File: src/rtl/tt_um_uart_rx.sv
// rtl/tt_um_uart_rx.sv - 8N1 UART receiver with valid/overrun/framing flags and consumer ack.
// Optional macro INVERT_RX_EN: idle-low line with inverted data on the wire.
module tt_um_uart_rx #(
    parameter int CLKS_PER_BIT = 16
) (
    input  logic       clk,
    input  logic       rst_n,
    input  logic       ena,
    input  logic [7:0] ui_in,
    output logic [7:0] uo_out,
    input  logic [7:0] uio_in,
    output logic [7:0] uio_out,
    output logic [7:0] uio_oe
);
    localparam int CW = $clog2(CLKS_PER_BIT);
    localparam logic [CW-1:0] HALF_M1 = CW'(CLKS_PER_BIT / 2 - 1);
    localparam logic [CW-1:0] FULL_M1 = CW'(CLKS_PER_BIT - 1);

    typedef enum logic [2:0] {
        IDLE,
        START,
        DATA,
        STOP,
        WAIT_HIGH
    } state_t;

    wire unused = &{1'b0, ena, ui_in[7:1], uio_in[7:2], uio_in[0]};

    logic rx_raw;
`ifdef INVERT_RX_EN
    assign rx_raw = ~ui_in[0];
`else
    assign rx_raw = ui_in[0];
`endif

    state_t        state, state_n;
    logic [CW-1:0] cnt, cnt_n;
    logic [2:0]    bit_idx, bit_n;
    logic [7:0]    shift, shift_n;
    logic [7:0]    data, data_n;
    logic          valid, valid_n;
    logic          ovr, ovr_n;
    logic          fe, fe_n;
    logic          rx_s1, rx_s2;
    logic          ack_s1, ack_s2;

    always_ff @(posedge clk or negedge rst_n) begin
        if (!rst_n) begin
            rx_s1   <= 1'b1;
            rx_s2   <= 1'b1;
            ack_s1  <= 1'b0;
            ack_s2  <= 1'b0;
            state   <= IDLE;
            cnt     <= '0;
            bit_idx <= '0;
            shift   <= '0;
            data    <= '0;
            valid   <= 1'b0;
            ovr     <= 1'b0;
            fe      <= 1'b0;
        end else begin
            rx_s1   <= rx_raw;
            rx_s2   <= rx_s1;
            ack_s1  <= uio_in[1];
            ack_s2  <= ack_s1;
            state   <= state_n;
            cnt     <= cnt_n;
            bit_idx <= bit_n;
            shift   <= shift_n;
            data    <= data_n;
            valid   <= valid_n;
            ovr     <= ovr_n;
            fe      <= fe_n;
        end
    end

    always_comb begin
        state_n = state;
        cnt_n   = cnt;
        bit_n   = bit_idx;
        shift_n = shift;
        data_n  = data;
        valid_n = valid;
        ovr_n   = ovr;
        fe_n    = fe;
        if (ack_s2) begin
            valid_n = 1'b0;
            ovr_n   = 1'b0;
            fe_n    = 1'b0;
        end
        case (state)
            IDLE: begin
                if (!rx_s2) begin
                    state_n = START;
                    cnt_n   = '0;
                end
            end
            START: begin
                // Mid-bit recheck rejects glitches shorter than half a bit.
                if (cnt == HALF_M1) begin
                    cnt_n   = '0;
                    bit_n   = '0;
                    state_n = rx_s2 ? IDLE : DATA;
                end else begin
                    cnt_n = cnt + CW'(1);
                end
            end
            DATA: begin
                if (cnt == FULL_M1) begin
                    cnt_n   = '0;
                    shift_n = {rx_s2, shift[7:1]};
                    bit_n   = bit_idx + 3'd1;
                    if (bit_idx == 3'd7) state_n = STOP;
                end else begin
                    cnt_n = cnt + CW'(1);
                end
            end
            STOP: begin
                if (cnt == FULL_M1) begin
                    cnt_n = '0;
                    if (rx_s2) begin
                        data_n  = shift;
                        valid_n = 1'b1;
                        // A same-cycle ack consumes the old byte, so no overrun.
                        ovr_n   = ovr_n | (valid & ~ack_s2);
                        fe_n    = 1'b0;
                        state_n = IDLE;
                    end else begin
                        fe_n    = 1'b1;
                        state_n = WAIT_HIGH;
                    end
                end else begin
                    cnt_n = cnt + CW'(1);
                end
            end
            WAIT_HIGH: begin
                if (rx_s2) state_n = IDLE;
            end
            default: state_n = IDLE;
        endcase
    end

    assign uo_out  = data;
    assign uio_out = {5'b0, fe, ovr, valid};
    assign uio_oe  = 8'b0000_0111;
endmodule
File: config.mk
export PLATFORM = sky130hd
export DESIGN_NAME = tt_um_uart_rx
export DESIGN_NICKNAME = d
export VERILOG_FILES = /design/src/rtl/tt_um_uart_rx.sv
export SDC_FILE = /design/constraint.sdc
export NUM_CORES = 1
export LEC_CHECK = 0
export CAP_MARGIN = 10
export CORE_MARGIN = 2
export CORE_UTILIZATION = 60
export CTS_CLUSTER_DIAMETER = 80
export DETAILED_ROUTE_END_ITERATION = 8
export DONT_BUFFER_PORTS = 1
export PLACE_DENSITY_LB_ADDON = 0.3
export RECOVER_POWER = 100
export SLEW_MARGIN = 20
export SYNTH_ARGS = -nofsm -noshare
export SYNTH_HDL_FRONTEND = slang
export SYNTH_SLANG_ARGS = --single-unit
File: constraint.sdc
create_clock -name clk -period 1.7 [get_ports clk]
set_input_delay 0.34 -clock clk [delete_from_list [all_inputs] [get_ports clk]]
set_output_delay 0.34 -clock clk [all_outputs]
set_load 0.1 [all_outputs]
==> summary.txt, run 1 <==
==============================================================================
Met3 track utilization from global routing ......................       0.0632
Area of all placed cells without fillers ........................     1670 um2
Post-placement cell count .......................................          162
Std-Cell Core Area ..............................................     2480 um2
Final Net Count .................................................          165
Sequential fraction of the synthesis area .......................        0.525
TritonCTS Buffers ...............................................            5
Worst slew margin relative to its limit .........................        0.405
Boundary pin count ..............................................           43
Clock network latency to the later pin of the worst-skew pair ...      0.34 ns
Setup repair after global routing missed its margin .............        false
Power density normalized to cell area ...........................  1330 nW/um2
Fillers .........................................................          201
Leakage power ...................................................     0.909 nW
Critical Path End Type .......................................... primary output
Clock slew at reported path FFs .................................      0.10 ns
Number of levels in the clock H-tree ............................            2
Flip-flop and latch count after synthesis .......................           33
Sequential fraction of design power .............................        0.425
WL per Instance .................................................      14.6 um
Max Clk Rate ....................................................      623 MHz
Master cell of the clock root buffer ............................     clkbuf_4
Max Root-Sink Buffers ...........................................            2
Global routing usage on met2 ....................................        0.298
Cell-internal power .............................................    0.00143 W
Hold Crit Class ................................................. flip-flop to flip-flop
Area Overhead vs Synth ..........................................        5.95%
Period utilisation layout .......................................        0.944
# Max-Cap Violations ............................................            0
Overall routed net length .......................................      2550 um
Number of buffer cells added on primary ports ...................            0
Instance count of the mapped netlist ............................          122
Count of warnings emitted by yosys ..............................            0
Setup TNS after final layout ....................................         0 ns
Power share of the combinational group ..........................        0.349
Estimated wirelength of the detail-placed design ................      1790 um
Data arrival at the endpoint of the critical path ...............      1.27 ns
Count of standard-cell rows .....................................           18
Initial core utilization ........................................        0.636
Pin count of the biggest net entering global routing ............           34
Result of the run ............................................... complete, no violations
Y dimension of the die ..........................................      55.3 um
Max Slew Vio Count ..............................................            0
Util after Layout ...............................................        0.674
Transition time at the pin with the least slew margin ...........     0.893 ns
Net switching share of the total power ..........................        0.355
Die outline width ...............................................      55.3 um
Area enclosed by the die boundary ...............................     3050 um2
Initial antenna violation count .................................            0
Number of clock sinks ...........................................           33
Number of global-route vias before repair .......................          928
Most frequent cells in the layout ............................... dfrtp_1, mux2_1, conb_1
Met1 Use GR .....................................................        0.240
Post-route DRC violation count ..................................            0
Commonest non-fill, non-tap cell in the layout ..................      dfrtp_1
Fraction of final layout cells sized beyond drive strength 1 ....        0.257
Yosys cell types ................................................           33
Aggregate global-route resource usage ...........................        0.192
Data required time at the worst endpoint ........................      1.36 ns
Syn_area_per_cell ...............................................     12.9 um2
First-pass iteration count of the detailed router ...............            4
Worst setup path class .......................................... flip-flop to primary output
Routability Congestion ..........................................        0.773
Total overflow reported by the global router ....................            0
Proportion of power drawn by the clock network ..................        0.226
Initial DRC count ...............................................           12
Routed vias .....................................................          934
Final count of hold timing violations ...........................            0
CTS tree ........................................................          yes
Most Crowded Layer GR ...........................................         met2
Wire length of the first global-routing pass ....................      4480 um
Post-Place Cell Area ............................................     1650 um2
Mapped cell area ................................................     1580 um2
Reported net switching power ....................................   0.000787 W
Number of failing setup endpoints in the final timing report ....            0
Total power consumption of the routed design ....................    0.00222 W
Share of flip-flops with an asynchronous set or reset ...........         1.00
Clock tree skew after final layout ..............................    0.0116 ns
Crit start category .............................................    flip-flop
Number of synthesized flops with an enable pin ..................            0
Diode insertion count for antenna repair ........................            0
Cell Count, Final, Fillers Out ..................................          174
Count of nets left with antenna violations after detail routing .            0
Synth Flop Type .................................................      dfrtp_1
Clock period minus final worst setup slack ......................      1.61 ns
Maximum net fanout on the critical path .........................            2
Largest vdd supply drop .........................................      1.13 mV
Vias per inst ...................................................         5.37
==============================================================================
state kept, by name, indices dropped and copies added, names as in the netlist:
signal / count
uo_out: 8
valid: 1
rx_s2: 1
cnt: 4
state: 3
rx_s1: 1
ack_s1: 1
shift: 8
ack_s2: 1
ovr: 1
fe: 1
bit_idx: 3
through the flow:
stage / worst slack, ns / hold slack [ns]
after floorplan: 0.172 / 0.0444
after global placement: 0.00306 / 0.0451
after detailed placement: -0.0381 / 0.0451
after CTS: 0.0762 / 0.00240
after global routing: 0.0546 / 0.376
final: 0.0948 / 0.367
synthesized netlist by cell type, types with 3 or more instances:
cell / number / area share
nand2_1: 4 / 0.0095
a21oi_1: 4 / 0.013
ha_1: 3 / 0.024
nor2_1: 5 / 0.012
inv_1: 3 / 0.0071
mux2_4: 15 / 0.14
buf_4: 17 / 0.081
mux2i_1: 3 / 0.019
dfrtp_1: 31 / 0.49
a21o_1: 3 / 0.014
power groups by stage:
stage          clock, W  sequential (W)  combinational [W]
5_1_grt        0.000552        0.000953           0.000854
6_report       0.000500        0.000942           0.000773
3_5_place_dp          0        0.000960           0.000776
3_3_place_gp          0        0.000951           0.000732
2_1_floorplan         0        0.000978           0.000572
4_1_cts        0.000515        0.000944           0.000801
routing by layer:
metal	up-vias	routed length, um
met4	0	55
met2	23	1280
li1	433	-
met5	-	0
met3	6	114
met1	472	1090
kinds of logic after synthesis:
family | count (synthesis) | synth area share
AO/OA/AOI/OAI | 17 | 0.0786
adder cells (fa/ha/maj) | 3 | 0.0238
buffers and inverters | 24 | 0.109
flip-flops | 33 | 0.525
multiplexers | 20 | 0.176
other | 2 | 0.00476
AND/OR/NAND/NOR | 23 | 0.0825
area by class of cell:
| class | count | area, um2 | area share |
|---|---|---|---|
| multi-input combinational | 76 | 567 | 0.339 |
| clock inverter | 1 | 5.00 | 0.00300 |
| sequential | 33 | 828 | 0.496 |
| tap | 30 | 37.5 | 0.0225 |
| clock buffer | 7 | 65.1 | 0.0390 |
| inverter | 3 | 11.3 | 0.00674 |
| timing repair buffer | 24 | 156 | 0.0936 |
what timing repair did:
action,4_1_cts,5_1_grt
buffers inserted,0,0
hold buffers,3,1
resized for setup,1,0
setup endpoints to repair,8,0
hold endpoints to repair,34,1
final timing paths:
check,startpoint,endpoint,slack [ns],depth (start not counted)
max,ovr,uio_out[1],0.09,0
max in group asynchronous,rst_n,bit_idx[0],0.60,2
min in group asynchronous,rst_n,ack_s2,0.61,2
min reg2reg,rx_s1,rx_s2,0.37,0
max reg2reg,cnt[1],shift[1],0.12,5
min,rx_s1,rx_s2,0.37,0
(Power assumes the default switching activity.)
==> run 2, diff against run 1 <==
HOLD_SLACK_MARGIN = 0.08   (was unset)
==> run 2 against run 1 <==
Net effect: sequential share of layout area did not move; core utilization unchanged; register-to-register slack barely moved; wire length decreased by 0.63%; hold slack about the same; fmax barely moved; critical path depth is the same; critical path type unchanged; critical endpoint unchanged.
==> summary.txt, run 2 (synthesized netlist as in run 1, its figures left out) <==
==============================================================================
Fillers .........................................................          201
Pin count of the biggest net entering global routing ............           34
Area of the multi-input gates ...................................      567 um2
Number of levels in the clock H-tree ............................            2
Total overflow reported by the global router ....................            0
WL per Instance .................................................      14.6 um
Initial antenna violation count .................................            0
Area enclosed by the die boundary ...............................     3050 um2
Final Net Count .................................................          165
Pre-CTS setup slack .............................................   -0.0381 ns
CTS tree ........................................................          yes
Estimated wirelength of the detail-placed design ................      1790 um
Die outline width ...............................................      55.3 um
Result of the run ............................................... complete, no violations
Max Slew Vio Count ..............................................            0
Post-CTS setup buffer count .....................................            0
Worst slew margin relative to its limit .........................        0.405
Critical Path End Type .......................................... primary output
Post-placement cell count .......................................          162
Met1 Use GR .....................................................        0.238
Cell Count, Final, Fillers Out ..................................          174
Commonest non-fill, non-tap cell in the layout ..................      dfrtp_1
Global routing usage on met2 ....................................        0.298
Post-route DRC violation count ..................................            0
Setup repair after global routing missed its margin .............        false
Transition time at the pin with the least slew margin ...........     0.893 ns
Clock network latency to the later pin of the worst-skew pair ...      0.34 ns
Count of nets left with antenna violations after detail routing .            0
Most Crowded Layer GR ...........................................         met2
Number of global-route vias before repair .......................          921
Overall routed net length .......................................      2530 um
Clock tree skew after final layout ..............................    0.0129 ns
Post-route worst hold slack .....................................     0.367 ns
Period utilisation layout .......................................        0.945
Routed vias .....................................................          933
Master cell of the clock root buffer ............................     clkbuf_4
Number of buffer cells added on primary ports ...................            0
Max Clk Rate ....................................................      623 MHz
Post-Place Cell Area ............................................     1650 um2
Leakage power ...................................................     0.909 nW
Initial core utilization ........................................        0.636
Routability Congestion ..........................................        0.773
Met3 track utilization from global routing ......................       0.0632
Worst setup path class .......................................... flip-flop to primary output
# Max-Cap Violations ............................................            0
Power density normalized to cell area ...........................  1330 nW/um2
TritonCTS Buffers ...............................................            5
Aggregate global-route resource usage ...........................        0.191
Data arrival at the endpoint of the critical path ...............      1.27 ns
First-pass iteration count of the detailed router ...............            4
Number of clock sinks ...........................................           33
Std-Cell Core Area ..............................................     2480 um2
Maximum net fanout on the critical path .........................            2
Wire length of the first global-routing pass ....................      4460 um
Vias per inst ...................................................         5.36
Data required time at the worst endpoint ........................      1.36 ns
Hold Crit Class ................................................. flip-flop to flip-flop
Area of all placed cells without fillers ........................     1670 um2
Diode insertion count for antenna repair ........................            0
Fraction of final layout cells sized beyond drive strength 1 ....        0.257
Clock period minus final worst setup slack ......................      1.61 ns
Max Root-Sink Buffers ...........................................            2
Area Overhead vs Synth ..........................................        5.95%
Final count of hold timing violations ...........................            0
Most frequent cells in the layout ............................... dfrtp_1, mux2_1, conb_1
Y dimension of the die ..........................................      55.3 um
Boundary pin count ..............................................           43
Clock slew at reported path FFs .................................      0.10 ns
Initial DRC count ...............................................            8
Count of standard-cell rows .....................................           18
Crit start category .............................................    flip-flop
Reg area ........................................................      828 um2
Util after Layout ...............................................        0.674
Smallest setup slack after layout ...............................    0.0942 ns
Number of failing setup endpoints in the final timing report ....            0
Largest vdd supply drop .........................................      1.13 mV
==============================================================================
-- run 2: path summary, 6_finish.rpt --
kind / from / end / slack [ns] / cells past startpoint
worst max-delay path: ovr / uio_out[1] / 0.09 / 0
min in group asynchronous: rst_n / ack_s2 / 0.61 / 2
worst max register to register: cnt[1] / shift[1] / 0.12 / 5
worst min register to register: rx_s1 / rx_s2 / 0.37 / 0
worst min-delay path: rx_s1 / rx_s2 / 0.37 / 0
max in group asynchronous: rst_n / bit_idx[0] / 0.60 / 2
-- run 2: what timing repair did --
action | 4_1_cts | 5_1_grt
hold buffers | 4 | 0
endpoints found under the setup margin | 8 | 0
resized for setup | 1 | 0
hold endpoints to repair | 35 | 0
-- run 2: worst reg2reg max path, stage by stage (launching register included) --
cell and delay, ns:
dfrtp_1 0.42, ha_1 0.21, and3b_1 0.18, buf_4 0.14
and2_4 0.18, mux2_1 0.33
-- run 2: per-layer routing --
| layer | vias to the layer above | part of all wire |
|---|---|---|
| li1 | 434 | - |
| met1 | 466 | 0.43 |
| met2 | 27 | 0.50 |
| met3 | 6 | 0.051 |
| met4 | 0 | 0.022 |
| met5 | - | 0 |
-- run 2: power breakdown --
group / total, W / internal, W / switching (W)
sequential: 0.000942 / 0.000886 / 0.0000557
clock: 0.000502 / 0.000240 / 0.000262
combinational: 0.000770 / 0.000303 / 0.000467
total: 0.00221 / 0.00143 / 0.000785
-- run 2: area by class of cell --
cell class / count / area share
tap: 30 / 0.0225
clock buffer: 7 / 0.0390
inverter: 3 / 0.00674
timing repair buffer: 24 / 0.0936
multi-input combinational: 76 / 0.339
sequential: 33 / 0.496
clock inverter: 1 / 0.00300
-- run 2: metrics by stage --
stage | TNS (ns) | power, W
4_1_cts | 0 | 0.00226
6_report | 0 | 0.00221
2_1_floorplan | 0 | 0.00155
3_5_place_dp | -0.259 | 0.00174
3_3_place_gp | 0 | 0.00168
5_1_grt | 0 | 0.00236
==> run 3, diff against run 2 <==
CORE_UTILIZATION = 47   (was 60)
DONT_BUFFER_PORTS = unset   (was 1)
==> run 3 against run 2 <==
Net effect: combinational power down 2%; critical path type is now flip-flop to flip-flop; clock power shrank 14%; worst setup slack better by 0.031 ns; largest cell class unchanged; clock skew decreased by 0.0074 ns; register-to-register slack about the same; cell count is 9.2% higher.
==> summary.txt, run 3 (synthesized netlist as in run 1, its figures left out) <==
==============================================================================
HP Start ........................................................       ack_s1
Critical Path End Type ..........................................    flip-flop
Count of standard-cell rows .....................................           21
Routed vias .....................................................          897
Post-CTS setup buffer count .....................................            0
Vias per inst ...................................................         4.72
Post-route DRC violation count ..................................            0
Pre-CTS setup slack .............................................   -0.0566 ns
Number of global-route vias before repair .......................          874
Worst slew margin relative to its limit .........................        0.490
Post-CTS Hold Fix Bufs ..........................................            0
Period utilisation layout .......................................        0.926
Pin count of the biggest net entering global routing ............           34
Max Slew Vio Count ..............................................            0
Count of nets left with antenna violations after detail routing .            0
Largest vdd supply drop .........................................     0.614 mV
Clock period minus final worst setup slack ......................      1.57 ns
Crit start category .............................................    flip-flop
Overall routed net length .......................................      2560 um
CTS tree ........................................................          yes
Y dimension of the die ..........................................      61.9 um
Power density normalized to cell area ...........................  1270 nW/um2
RR Startpoint ...................................................     state[1]
Transition time at the pin with the least slew margin ...........     0.765 ns
Diode insertion count for antenna repair ........................            0
Hold Crit Class ................................................. flip-flop to flip-flop
Setup repair after global routing missed its margin .............        false
Leakage power ...................................................     0.901 nW
Worst setup path class .......................................... flip-flop to flip-flop
Max Root-Sink Buffers ...........................................            2
Routability Congestion ..........................................        0.748
Die outline width ...............................................      61.9 um
Total overflow reported by the global router ....................            0
Wire length of the first global-routing pass ....................      4150 um
Clock network latency to the later pin of the worst-skew pair ...      0.33 ns
Fillers .........................................................          313
Estimated wirelength of the detail-placed design ................      1860 um
Maximum net fanout on the critical path .........................           11
Setup TNS after final layout ....................................         0 ns
Clock slew at reported path FFs .................................      0.09 ns
Smallest setup slack after layout ...............................     0.125 ns
Final Net Count .................................................          166
Result of the run ............................................... complete, no violations
Initial core utilization ........................................        0.480
Data required time at the worst endpoint ........................      1.92 ns
Clock tree skew after final layout ..............................   0.00552 ns
Number of clock sinks ...........................................           33
Fraction of final layout cells sized beyond drive strength 1 ....        0.243
TritonCTS Buffers ...............................................            5
# Max-Cap Violations ............................................            0
Master cell of the clock root buffer ............................     clkbuf_4
Max Clk Rate ....................................................      635 MHz
Timing startpoint of the critical path ..........................     state[1]
Aggregate global-route resource usage ...........................        0.158
WL per Instance .................................................      13.5 um
Number of failing setup endpoints in the final timing report ....            0
Chain of cells forming the critical path ........................ clkbuf_1 > and3b_1 > and2_4 > mux2_2
First-pass iteration count of the detailed router ...............            4
Most frequent cells in the layout ............................... dfrtp_1, mux2_1, conb_1
Data arrival at the endpoint of the critical path ...............      1.79 ns
Number of buffer cells added on primary ports ...................           14
Max stage delay cell, worst path ................................      dfrtp_1
Final count of hold timing violations ...........................            0
Util after Layout ...............................................        0.509
Boundary pin count ..............................................           43
Initial DRC count ...............................................           17
Area Overhead vs Synth ..........................................        6.11%
Std-Cell Core Area ..............................................     3280 um2
Initial antenna violation count .................................            0
Commonest non-fill, non-tap cell in the layout ..................      dfrtp_1
Slowest cell delay on critical path .............................      0.36 ns
Number of levels in the clock H-tree ............................            2
Area enclosed by the die boundary ...............................     3830 um2
==============================================================================
## run 3: cell types whose count changed in the layout (fill, tap and decap cells not counted), sizes merged
cell	change
clkbuf	+1
clkinv	-1
## run 3: area by class of cell
type / instances / area [um2] / area share
flip-flops and latches: 33 / 828 / 0.495
clock buffers: 7 / 55.1 / 0.0329
inverters: 3 / 11.3 / 0.00673
well taps: 46 / 57.6 / 0.0344
multi-input cells: 76 / 563 / 0.337
repair buffers: 25 / 158 / 0.0942
## run 3: routing by layer
layer  vias up  GRT usage  part of all wire
li1        436          -                 -
met1       433      0.196              0.43
met2        21      0.236              0.50
met3         7     0.0518             0.041
met4         0      0.100             0.031
met5         -          0                 0
## run 3: repair_timing
action	CTS	global route
setup endpoints to repair	8	0
gates resized for setup	1	0
hold endpoints to repair	0	0
## run 3: worst max-delay path, delay by kind of cell (launching register included)
kind	cells	cell delay, ns
buffers and inverters	1	0.28
and+or+nand+nor	2	0.46
muxes	1	0.36
DFF	1	0.36
## run 3: path summary, 6_finish.rpt
kind	end	slack [ns]	depth (start not counted)
worst min-delay path	ack_s2	0.36	0
worst min register to register	ack_s2	0.36	0
max in group asynchronous	shift[6]	0.60	2
worst max register to register	shift[0]	0.13	4
worst max-delay path	shift[0]	0.13	4
min in group asynchronous	ack_s1	0.61	2
## run 3: power by group
| part | internal (W) | total (W) | switching [W] |
|---|---|---|---|
| logic | 0.000299 | 0.000757 | 0.000458 |
| registers | 0.000887 | 0.000938 | 0.0000514 |
| clock network | 0.000195 | 0.000434 | 0.000239 |
| total | 0.00138 | 0.00213 | 0.000748 |
## run 3: through the flow
stage                     instances  hold slack, ns  power (W)  cell area (um2)
after floorplan                 133          0.0444    0.00155             1620
after global placement          183           0.337    0.00174             1850
after detailed placement        183           0.337    0.00177             1850
after CTS                       190           0.365    0.00222             1900
after global routing            190           0.364    0.00228             1670
final                           190           0.358    0.00213             1670
